$ cat config.mk
export PLATFORM = sky130hd
export DESIGN_NAME = key_input_conditioner
export DESIGN_NICKNAME = d
export VERILOG_FILES = /design/src/rtl/key_input_conditioner.sv
export SDC_FILE = /design/constraint.sdc
export NUM_CORES = 1
export LEC_CHECK = 0
export CELL_PAD_IN_SITES_DETAIL_PLACEMENT = 1
export CELL_PAD_IN_SITES_GLOBAL_PLACEMENT = 1
export CORE_MARGIN = 5
export CORE_UTILIZATION = 40
export CTS_CLUSTER_DIAMETER = 200
export DETAILED_ROUTE_END_ITERATION = 8
export PLACE_DENSITY_LB_ADDON = 0.1
export SETUP_SLACK_MARGIN = 0.05
export SLEW_MARGIN = 10
export SYNTH_ARGS = -nofsm -noshare
export SYNTH_HDL_FRONTEND = slang
export SYNTH_SLANG_ARGS = --single-unit
$ cat constraint.sdc
create_clock -name CLK -period 1.6 [get_ports CLK]
set_input_delay 0.24 -clock CLK [delete_from_list [all_inputs] [get_ports CLK]]
set_output_delay 0.24 -clock CLK [all_outputs]
set_load 0.05 [all_outputs]
$ cat src/rtl/key_input_conditioner.sv
// Push-button conditioner: synchronises, debounces and polarity-normalises raw keys,
// then produces registered level, press/release pulses and a sticky press latch.
module key_input_conditioner #(
    parameter int NKEYS      = 2,
    parameter int DEB_CYCLES = 50000,
    parameter int CNT_W      = 16,
    parameter int ACTIVE_LOW = 1
) (
    input  logic             CLK,
    input  logic             RST_N,
    input  logic [NKEYS-1:0] KEY_RAW,
    input  logic [NKEYS-1:0] LATCH_CLR,
    output logic [NKEYS-1:0] KEY,
    output logic [NKEYS-1:0] KEY_PRESS,
    output logic [NKEYS-1:0] KEY_REL,
    output logic [NKEYS-1:0] KEY_LATCH
);

    localparam logic [NKEYS-1:0] RAW_IDLE = (ACTIVE_LOW != 0) ? {NKEYS{1'b1}} : {NKEYS{1'b0}};
    localparam logic [CNT_W-1:0] CNT_LAST = CNT_W'(DEB_CYCLES - 1);

    logic [NKEYS-1:0]            s1;
    logic [NKEYS-1:0]            s2;
    logic [NKEYS-1:0]            n;
    logic [NKEYS-1:0][CNT_W-1:0] cnt;
    logic [NKEYS-1:0][CNT_W-1:0] cnt_next;
    logic [NKEYS-1:0]            key_next;
    logic [NKEYS-1:0]            press_next;
    logic [NKEYS-1:0]            rel_next;
    logic [NKEYS-1:0]            latch_next;

    assign n = (ACTIVE_LOW != 0) ? ~s2 : s2;

    // A non-zero count means the key is mid-debounce; any return to the accepted
    // level throws the partial count away.
    always_comb begin
        cnt_next   = cnt;
        key_next   = KEY;
        press_next = '0;
        rel_next   = '0;
        for (int i = 0; i < NKEYS; i++) begin
            if (n[i] == KEY[i]) begin
                cnt_next[i] = '0;
            end else if (cnt[i] == CNT_LAST) begin
                cnt_next[i]   = '0;
                key_next[i]   = n[i];
                press_next[i] = n[i];
                rel_next[i]   = ~n[i];
            end else begin
                cnt_next[i] = cnt[i] + CNT_W'(1);
            end
        end
        latch_next = press_next | (KEY_LATCH & ~LATCH_CLR);
    end

    always_ff @(posedge CLK) begin
        if (!RST_N) begin
            s1        <= RAW_IDLE;
            s2        <= RAW_IDLE;
            cnt       <= '0;
            KEY       <= '0;
            KEY_PRESS <= '0;
            KEY_REL   <= '0;
            KEY_LATCH <= '0;
        end else begin
            s1        <= KEY_RAW;
            s2        <= s1;
            cnt       <= cnt_next;
            KEY       <= key_next;
            KEY_PRESS <= press_next;
            KEY_REL   <= rel_next;
            KEY_LATCH <= latch_next;
        end
    end

endmodule

Word-level counts from Yosys, hierarchy flattened. Cells that the tools add are included.

Register bits: 44. Input bits: 6. Output and inout bits: 8.

Add/subtract/negate cells: 2. Eq/ne operators: 4. Muxes and demuxes: 4. Bitwise logic cells: 11. Reductions and logical operators: 6.

Operators by type and width (number): $add A16 B1 Y16 const B (2); $eq A16 B16 Y1 const B (2); $reduce_or A3 Y1 (4); $not A1 Y1 (7); $mux W1 (4); $not A2 Y2 (2); $reduce_and A2 Y1 (2); $and A2 B2 Y2 (1); $eq A1 B1 Y1 (2); $or A2 B2 Y2 (1).

Longest topological paths before layout. Gate-level depths: netlist of the first run.

Word-level depth: 4. Mapped depth: 7. Depth with buffers taken out: 5.

Least setup slack after synthesis of the first run. No wires, ideal clock.

Path kind: reg2reg. From: register cnt[22] in the netlist's numbering. To: register cnt[31] in the netlist's numbering. Data arrival time: 1.607 ns. Required time: 1.485 ns. Path slack: -0.122 ns. Cell stages (with the launch flop): 7. Buffers on the path: 2. Period minus slack after synthesis: 1.722 ns. Path through: dfxtp_1 > or4b_4 > nor4_4 > or2_1 > buf_6 > buf_8 > nor2_1.

Longest elaborated chain between the ends: 2. Elaborated cells on any way between the ends: 3. Those cells by class: add/sub: 1; eq/ne: 1; reduce/logical: 1.

Ends and longest elaborated chain: start: declaration (line 25) `logic [NKEYS-1:0][CNT_W-1:0] cnt;`; start signal: assignment (line 68) `cnt <= cnt_next;`; parallel branches: the longest is 2 deep, another holds $add A16 B1 Y16.

Several ways; the timed one is not identified. A chain may end at the register's enable or synchronous reset.

Worst setup path after layout of the first run.
From: register cnt[26] in the netlist's numbering. To: register cnt[27] in the netlist's numbering.

The elaborated chain is that of the path after synthesis.

==> flow_metrics.env, run 1 <==
export IMPL_floorplan_initialDensity=0.406
export IMPL_cpMaxStageDelayCell="or4b_4"
export IMPL_cp_arrival_ns=1.85
export IMPL_h_tree_depth=2
export IMPL_reg2regPathDepth=5
export IMPL_synth_seq_area_share=0.469
export IMPL_antenna_found_initial=0
export IMPL_crit_chain="or4b_4 > nor4_4 > or2_1 > buf_6 > nor2_1"
export IMPL_io_buffers=13
export IMPL_die_w_um=78.5
export IMPL_clk_path_buf_depth=2
export IMPL_cts_sinks=44
export IMPL_timing_setup_tns_ns=-0.594
export IMPL_firstDrtPassIters=4
export IMPL_hold_path_class="reg2reg"
export IMPL_synth_cell_type_count=34
export IMPL_num_vias=1601
export IMPL_area_delta_synth_final_pct=38.1
export IMPL_tritoncts="built"
export IMPL_synthXorXnorAreaFrac=0.126
export IMPL_hold_violations=0
export IMPL_cp_top_family="simple AND/OR/NAND/NOR gates"
export IMPL_clkTransAtPathRegs_ns=0.08
export IMPL_synth_area_top_cells="dfxtp_1, xnor2_1, nor2_1"
export IMPL_syn_num_nets=208
export IMPL_synthAdderAreaFrac=0.0133
export IMPL_worst_slack_ns=-0.0532
export IMPL_synth_top_area_frac=0.469
export IMPL_viasPerCell=5.18
export IMPL_final_layout_size_suffix_gt1_frac=0.380
export IMPL_routabilityCongestion=0.849
export IMPL_synth_top_family_by_area="simple AND/OR/NAND/NOR gates"
export IMPL_die_area_mm2=0.00617
export IMPL_syn_area_mm2=0.00188
export IMPL_drc=0
export IMPL_hold_buffers=0
export IMPL_cts_made_buffers=5
export IMPL_r2r_start="cnt[26]"
export IMPL_outcome="finished with violations"
export IMPL_ys_ff_latch=44
export IMPL_power_per_cell_area_mw_per_mm2=891
export IMPL_synth_warnings=0
export IMPL_grt_usage=0.166
export IMPL_drv_slew=0
export IMPL_synthMuxAreaShare=0
export IMPL_grt_setup_unrepaired="yes"
export IMPL_required_ns=1.79
export IMPL_crit_type="reg2reg"
export IMPL_clkLatencyLatePin_ns=0.29
export IMPL_startpoint="cnt[26]"
export IMPL_end_kind="flip-flop"
export IMPL_hpwl_um=3530
export IMPL_yosys_area_share_simple=0.323
export IMPL_synthCells=200
export IMPL_drt_first_iter_violations=35
export IMPL_synth_top_area_cell="dfxtp_1"
export IMPL_r2r_slack_ns=-0.05
export IMPL_slew_limit_headroom=0.732
export IMPL_violations="setup timing"
export IMPL_fin_skew_ns=0.00320
export IMPL_endpoint="cnt[27]"
export IMPL_maxCapViolations=0
export IMPL_irDropWorstVdd_mv=0.758
export IMPL_max_freq_mhz=605
export IMPL_finalSetupViolations=15
export IMPL_overflow=0
export IMPL_hold_ws_ns=0.413
export IMPL_fin_util=0.560
export IMPL_grt_pass1_vias=1751
export IMPL_crit_path_start_kind="flip-flop"
export IMPL_fin_crit_sh=1.03
export IMPL_tightestPinTransition_ns=0.398
export IMPL_syn_area_per_cell_um2=9.39
export IMPL_path_max_fanout=7
export IMPL_reg2reg_to="cnt[27]"
export IMPL_max_stage_delay_ns=0.55
export IMPL_diodes=0
export IMPL_min_period_ns=1.65
export IMPL_whs_path_depth=1
export IMPL_grt_max_degree=15
export IMPL_crit_buf_inv=1
export IMPL_drt_wl_total_um=4740
export IMPL_grt_pass1_wl_um=8090
export IMPL_worst_path_stages=5
export IMPL_root_buffer="clkbuf_8"
export IMPL_wl_per_cell_um=15.3
export IMPL_ant_nets=0
export IMPL_io_pins=14
export IMPL_synth_compound_area_share=0.0266
export IMPL_core_mm2=0.00463
export IMPL_row_count=25
export IMPL_finalNetCount=262
export IMPL_dieHeight_um=78.5
export IMPL_leakage_uw=0.000896
-- cell usage after synthesis --
| library cell | n |
|---|---|
| or4_1 | 1 |
| nor4_1 | 9 |
| nor2b_1 | 4 |
| or4b_4 | 1 |
| nor4_4 | 2 |
| or3_1 | 1 |
| nor3_1 | 5 |
| buf_8 | 1 |
| and3_1 | 2 |
| buf_6 | 2 |
| ha_1 | 2 |
| nand2b_1 | 4 |
| nand2_1 | 8 |
| a21oi_1 | 3 |
| o211a_1 | 2 |
| nor2_1 | 37 |
| clkbuf_1 | 1 |
| or2_1 | 2 |
| or4bb_1 | 2 |
| inv_1 | 8 |
| nand4b_1 | 1 |
| xor2_1 | 3 |
| and4_1 | 3 |
| nand4_1 | 10 |
| and2_1 | 2 |
| nand3_1 | 8 |
| or4_4 | 1 |
| nor4b_1 | 1 |
| o21ai_0 | 3 |
| dfxtp_1 | 44 |
| nor3b_1 | 1 |
| buf_4 | 1 |
| xnor2_1 | 24 |
| nand4bb_1 | 1 |
-- logic make-up after synthesis --
| family | after synthesis |
|---|---|
| simple gates | 106 |
| buf+inv | 13 |
| fa+ha+maj | 2 |
| compound gates | 8 |
| xor+xnor | 27 |
| flops | 44 |
-- power breakdown --
| part | switching [uW] | internal [uW] |
|---|---|---|
| registers | 3.72 | 1100 |
| logic | 21.4 | 26.9 |
| clock network | 379 | 781 |
-- layout make-up --
class | count | area (um2)
clock buffers | 5 | 68.8
inverters | 8 | 30.0
well taps | 54 | 67.6
clock inverters | 3 | 90.1
fillers | 510 | 2040
multi-input cells | 143 | 1020
flip-flops and latches | 44 | 896
repair buffers | 52 | 418
-- metal layers --
layer  vias to the layer above  global-route usage  part of all wire
met5                         -                   0                 0
met4                         0              0.0629             0.016
met3                         8              0.0321             0.017
met2                        11               0.330              0.58
met1                       789               0.167              0.39
li1                        793                   -                 -
-- state kept, by name (all words and copies together), names as in the netlist --
name and count:
KEY 2, s1 2, cnt 32, s2 2, KEY_LATCH 2, KEY_REL 2
KEY_PRESS 2
-- per-stage QoR --
step	worst slack, ns	cell area (um2)	std cells	total power [uW]
global placement	0.0111	2300	299	1170
detailed placement	-0.0420	2300	299	1170
CTS	-0.0488	2500	308	2340
floorplan	-0.121	1890	200	1150
global route	-0.145	2590	309	2390
finish	-0.0532	2590	309	2310
-- cells in the final DEF, fill, tap and decap left out, types with 2 or more instances in the layout --
| cell | instances |
|---|---|
| nand2_1 | 6 |
| nand2b_1 | 4 |
| dfxtp_1 | 32 |
| xnor2_1 | 24 |
| a21oi_2 | 2 |
| and2_1 | 2 |
| buf_6 | 4 |
| o21ai_0 | 3 |
| o211a_1 | 2 |
| nor2_4 | 2 |
| nor4_4 | 2 |
| nor3_1 | 4 |
| or2_1 | 2 |
| bufinv_16 | 3 |
| clkdlybuf4s50_1 | 5 |
| xor2_1 | 3 |
| nor2b_1 | 4 |
| or4_4 | 2 |
| nand2_2 | 2 |
| nor2_1 | 24 |
| and4_1 | 3 |
| nand4_1 | 10 |
| dfxtp_2 | 12 |
| nor4_1 | 8 |
| clkbuf_8 | 5 |
| inv_1 | 8 |
| nor2_2 | 11 |
| buf_4 | 43 |
| and3_1 | 2 |
| nand3_1 | 6 |
-- how the worst min path moves through the flow --
stage          start  endpoint  slack, ns
5_1_grt        s1[0]     s2[0]       0.43
6_report       s1[0]     s2[0]       0.41
3_5_place_dp   s1[0]     s2[0]       0.40
2_1_floorplan  RST_N     s2[0]       0.31
3_3_place_gp   s1[0]     s2[0]       0.39
4_1_cts        s1[0]     s2[0]       0.42
-- what timing repair did --
item	4_1_cts	5_1_grt
gates resized for setup	10	28
setup buffers	1	1
endpoints found under the hold margin	0	0
pin swaps	6	15
setup endpoints to repair	34	38
Note: power is estimated with default switching activity, not from simulation.
==> run 2, diff against run 1 <==
--- a/config.mk
+++ b/config.mk
@@ -8,8 +8,9 @@
 export CELL_PAD_IN_SITES_DETAIL_PLACEMENT = 1
 export CELL_PAD_IN_SITES_GLOBAL_PLACEMENT = 1
 export CORE_MARGIN = 5
-export CORE_UTILIZATION = 40
+export CORE_UTILIZATION = 44
 export CTS_CLUSTER_DIAMETER = 200
+export CTS_CLUSTER_SIZE = 8
 export DETAILED_ROUTE_END_ITERATION = 8
 export PLACE_DENSITY_LB_ADDON = 0.1
 export SETUP_SLACK_MARGIN = 0.05
==> constraint.sdc (replaced) <==
create_clock -name CLK -period 1.87 [get_ports CLK]
set_input_delay 0.2805 -clock CLK [delete_from_list [all_inputs] [get_ports CLK]]
set_output_delay 0.2805 -clock CLK [all_outputs]
set_load 0.05 [all_outputs]
==> run 2 against run 1 <==
- the flow now finishes without violations
- power shrank 30%
- via count is 8.2% lower
- maximum frequency shrank 5.5%
- combinational power fell by 34%
- non-clock buffer count fell by 28
- utilization fell by 1.3 points
- global-route usage increased by 0.50 points
- critical path depth unchanged
- first-iteration DRC count up 110%
==> flow_metrics.env, run 2 (synthesis gave the netlist of run 1 again) <==
export IMPL_clkLatencyLatePin_ns=0.30
export IMPL_clkPwrFrac=0.392
export IMPL_min_period_ns=1.75
export IMPL_leakage_uw=0.000730
export IMPL_routabilityCongestion=0.801
export IMPL_required_ns=2.05
export IMPL_p_sw_frac=0.217
export IMPL_root_buffer="clkbuf_8"
export IMPL_crit_path_start_kind="flip-flop"
export IMPL_timing_setup_tns_ns=0
export IMPL_seq_power_share=0.588
export IMPL_path_max_fanout=15
export IMPL_slew_limit_headroom=0.657
export IMPL_max_freq_mhz=572
export IMPL_antenna_found_initial=0
export IMPL_ant_nets=0
export IMPL_area_delta_synth_final_pct=18.3
export IMPL_dpl_worst_slack_ns=0.124
export IMPL_grt_max_degree=16
export IMPL_io_pins=14
export IMPL_finalSetupViolations=0
export IMPL_layout_common_cells="dfxtp_1, nor2_1, xnor2_1"
export IMPL_clk_path_buf_depth=2
export IMPL_crit_type="reg2reg"
export IMPL_tritoncts="built"
export IMPL_p_sw_uw=350
export IMPL_core_mm2=0.00406
export IMPL_end_kind="flip-flop"
export IMPL_wl_per_cell_um=14.9
export IMPL_hold_violations=0
export IMPL_drv_slew=0
export IMPL_final_common_cell="dfxtp_1"
export IMPL_maxCapViolations=0
export IMPL_largest_reg_flops=32
export IMPL_viasPerCell=5.30
export IMPL_hpwl_um=3060
export IMPL_finalNetCount=234
export IMPL_drc=0
export IMPL_combPwrFrac=0.020
export IMPL_num_vias=1469
export IMPL_grt_pass1_vias=1587
export IMPL_clkTransAtPathRegs_ns=0.08
export IMPL_dieHeight_um=75.3
export IMPL_drt_wl_total_um=4130
export IMPL_fin_skew_ns=0.00526
export IMPL_cts_made_buffers=5
export IMPL_tightestPinTransition_ns=0.512
export IMPL_grt_usage=0.171
export IMPL_power_per_cell_area_mw_per_mm2=724
export IMPL_io_buffers=13
export IMPL_final_layout_size_suffix_gt1_frac=0.106
export IMPL_die_w_um=75.3
export IMPL_outcome="complete, no violations"
export IMPL_cts_sinks=44
export IMPL_hold_path_class="reg2reg"
export IMPL_die_area_mm2=0.00567
export IMPL_grt_pass1_wl_um=7420
export IMPL_fin_crit_sh=0.935
export IMPL_intPower_uw=1260
export IMPL_cp_arrival_ns=1.93
export IMPL_worst_slack_ns=0.121
export IMPL_firstDrtPassIters=4
export IMPL_diodes=0
export IMPL_overflow=0
export IMPL_h_tree_depth=2
export IMPL_irDropWorstVdd_mv=0.380
export IMPL_regMostFlops="cnt"
export IMPL_row_count=23
export IMPL_grt_setup_unrepaired="no"
export IMPL_drt_first_iter_violations=75
export IMPL_floorplan_initialDensity=0.463
==> run 2: cell count changes in the layout (fill, tap and decap cells not counted), moves of 3 or more <==
| cell | change |
|---|---|
| buf_4 | -33 |
| buf_6 | -4 |
| bufinv_16 | -3 |
| clkdlybuf4s50_1 | +6 |
| dfxtp_1 | +12 |
| dfxtp_2 | -12 |
| nor2_1 | +13 |
| nor2_2 | -11 |
==> run 2: timing repair <==
item	4_1_cts	5_1_grt
gates resized for setup	1	2
setup endpoints to repair	1	17
hold buffers	0	0
buffers inserted	0	0
==> run 2: layout make-up <==
class / instances / area, um2
repair buffers: 24 / 226
well taps: 50 / 62.6
clock buffers: 6 / 82.6
inverters: 8 / 30.0
clock inverters: 2 / 15.0
fillers: 486 / 1840
flip-flops and latches: 44 / 881
multi-input cells: 143 / 923
==> run 2: per-stage QoR <==
step	std cells	instance area, um2	util	power [uW]	hold WS, ns
finish	277	2220	0.547	1610	0.414
global route	277	2220	0.547	1680	0.428
floorplan	200	1880	-	983	0.354
detailed placement	269	2120	0.522	999	0.405
CTS	277	2210	0.545	1630	0.419
global placement	269	2120	0.522	997	0.389
==> run 2: path summary, 6_finish.rpt <==
path / startpoint / to / slack [ns] / depth (start not counted)
max: cnt[21] / cnt[27] / 0.12 / 5
max reg2reg: cnt[21] / cnt[27] / 0.12 / 5
min: s1[1] / s2[1] / 0.41 / 1
min reg2reg: s1[1] / s2[1] / 0.41 / 1
==> run 2: metal layers <==
metal / routed length [um] / up-vias / track usage
met5: 0 / - / 0
met4: 74 / 0 / 0.0660
met1: 1890 / 700 / 0.212
li1: - / 734 / -
met2: 2020 / 26 / 0.287
met3: 143 / 9 / 0.0422
==> run 2: power by group through the flow <==
| stage | Sequential [uW] | Combinational, uW | Clock [uW] |
|---|---|---|---|
| 2_1_floorplan | 966 | 17.3 | 0 |
| 3_3_place_gp | 966 | 30.9 | 0 |
| 3_5_place_dp | 967 | 32.3 | 0 |
| 4_1_cts | 945 | 32.4 | 656 |
| 5_1_grt | 946 | 35.2 | 698 |
| 6_report | 945 | 32.0 | 631 |
==> run 2: worst max-delay path: stages, from the launching register on <==
cell	delay, ns
dfxtp_1	0.37
or4b_4	0.57
nor4_4	0.27
or2_1	0.13
buf_4	0.20
nor2_1	0.09
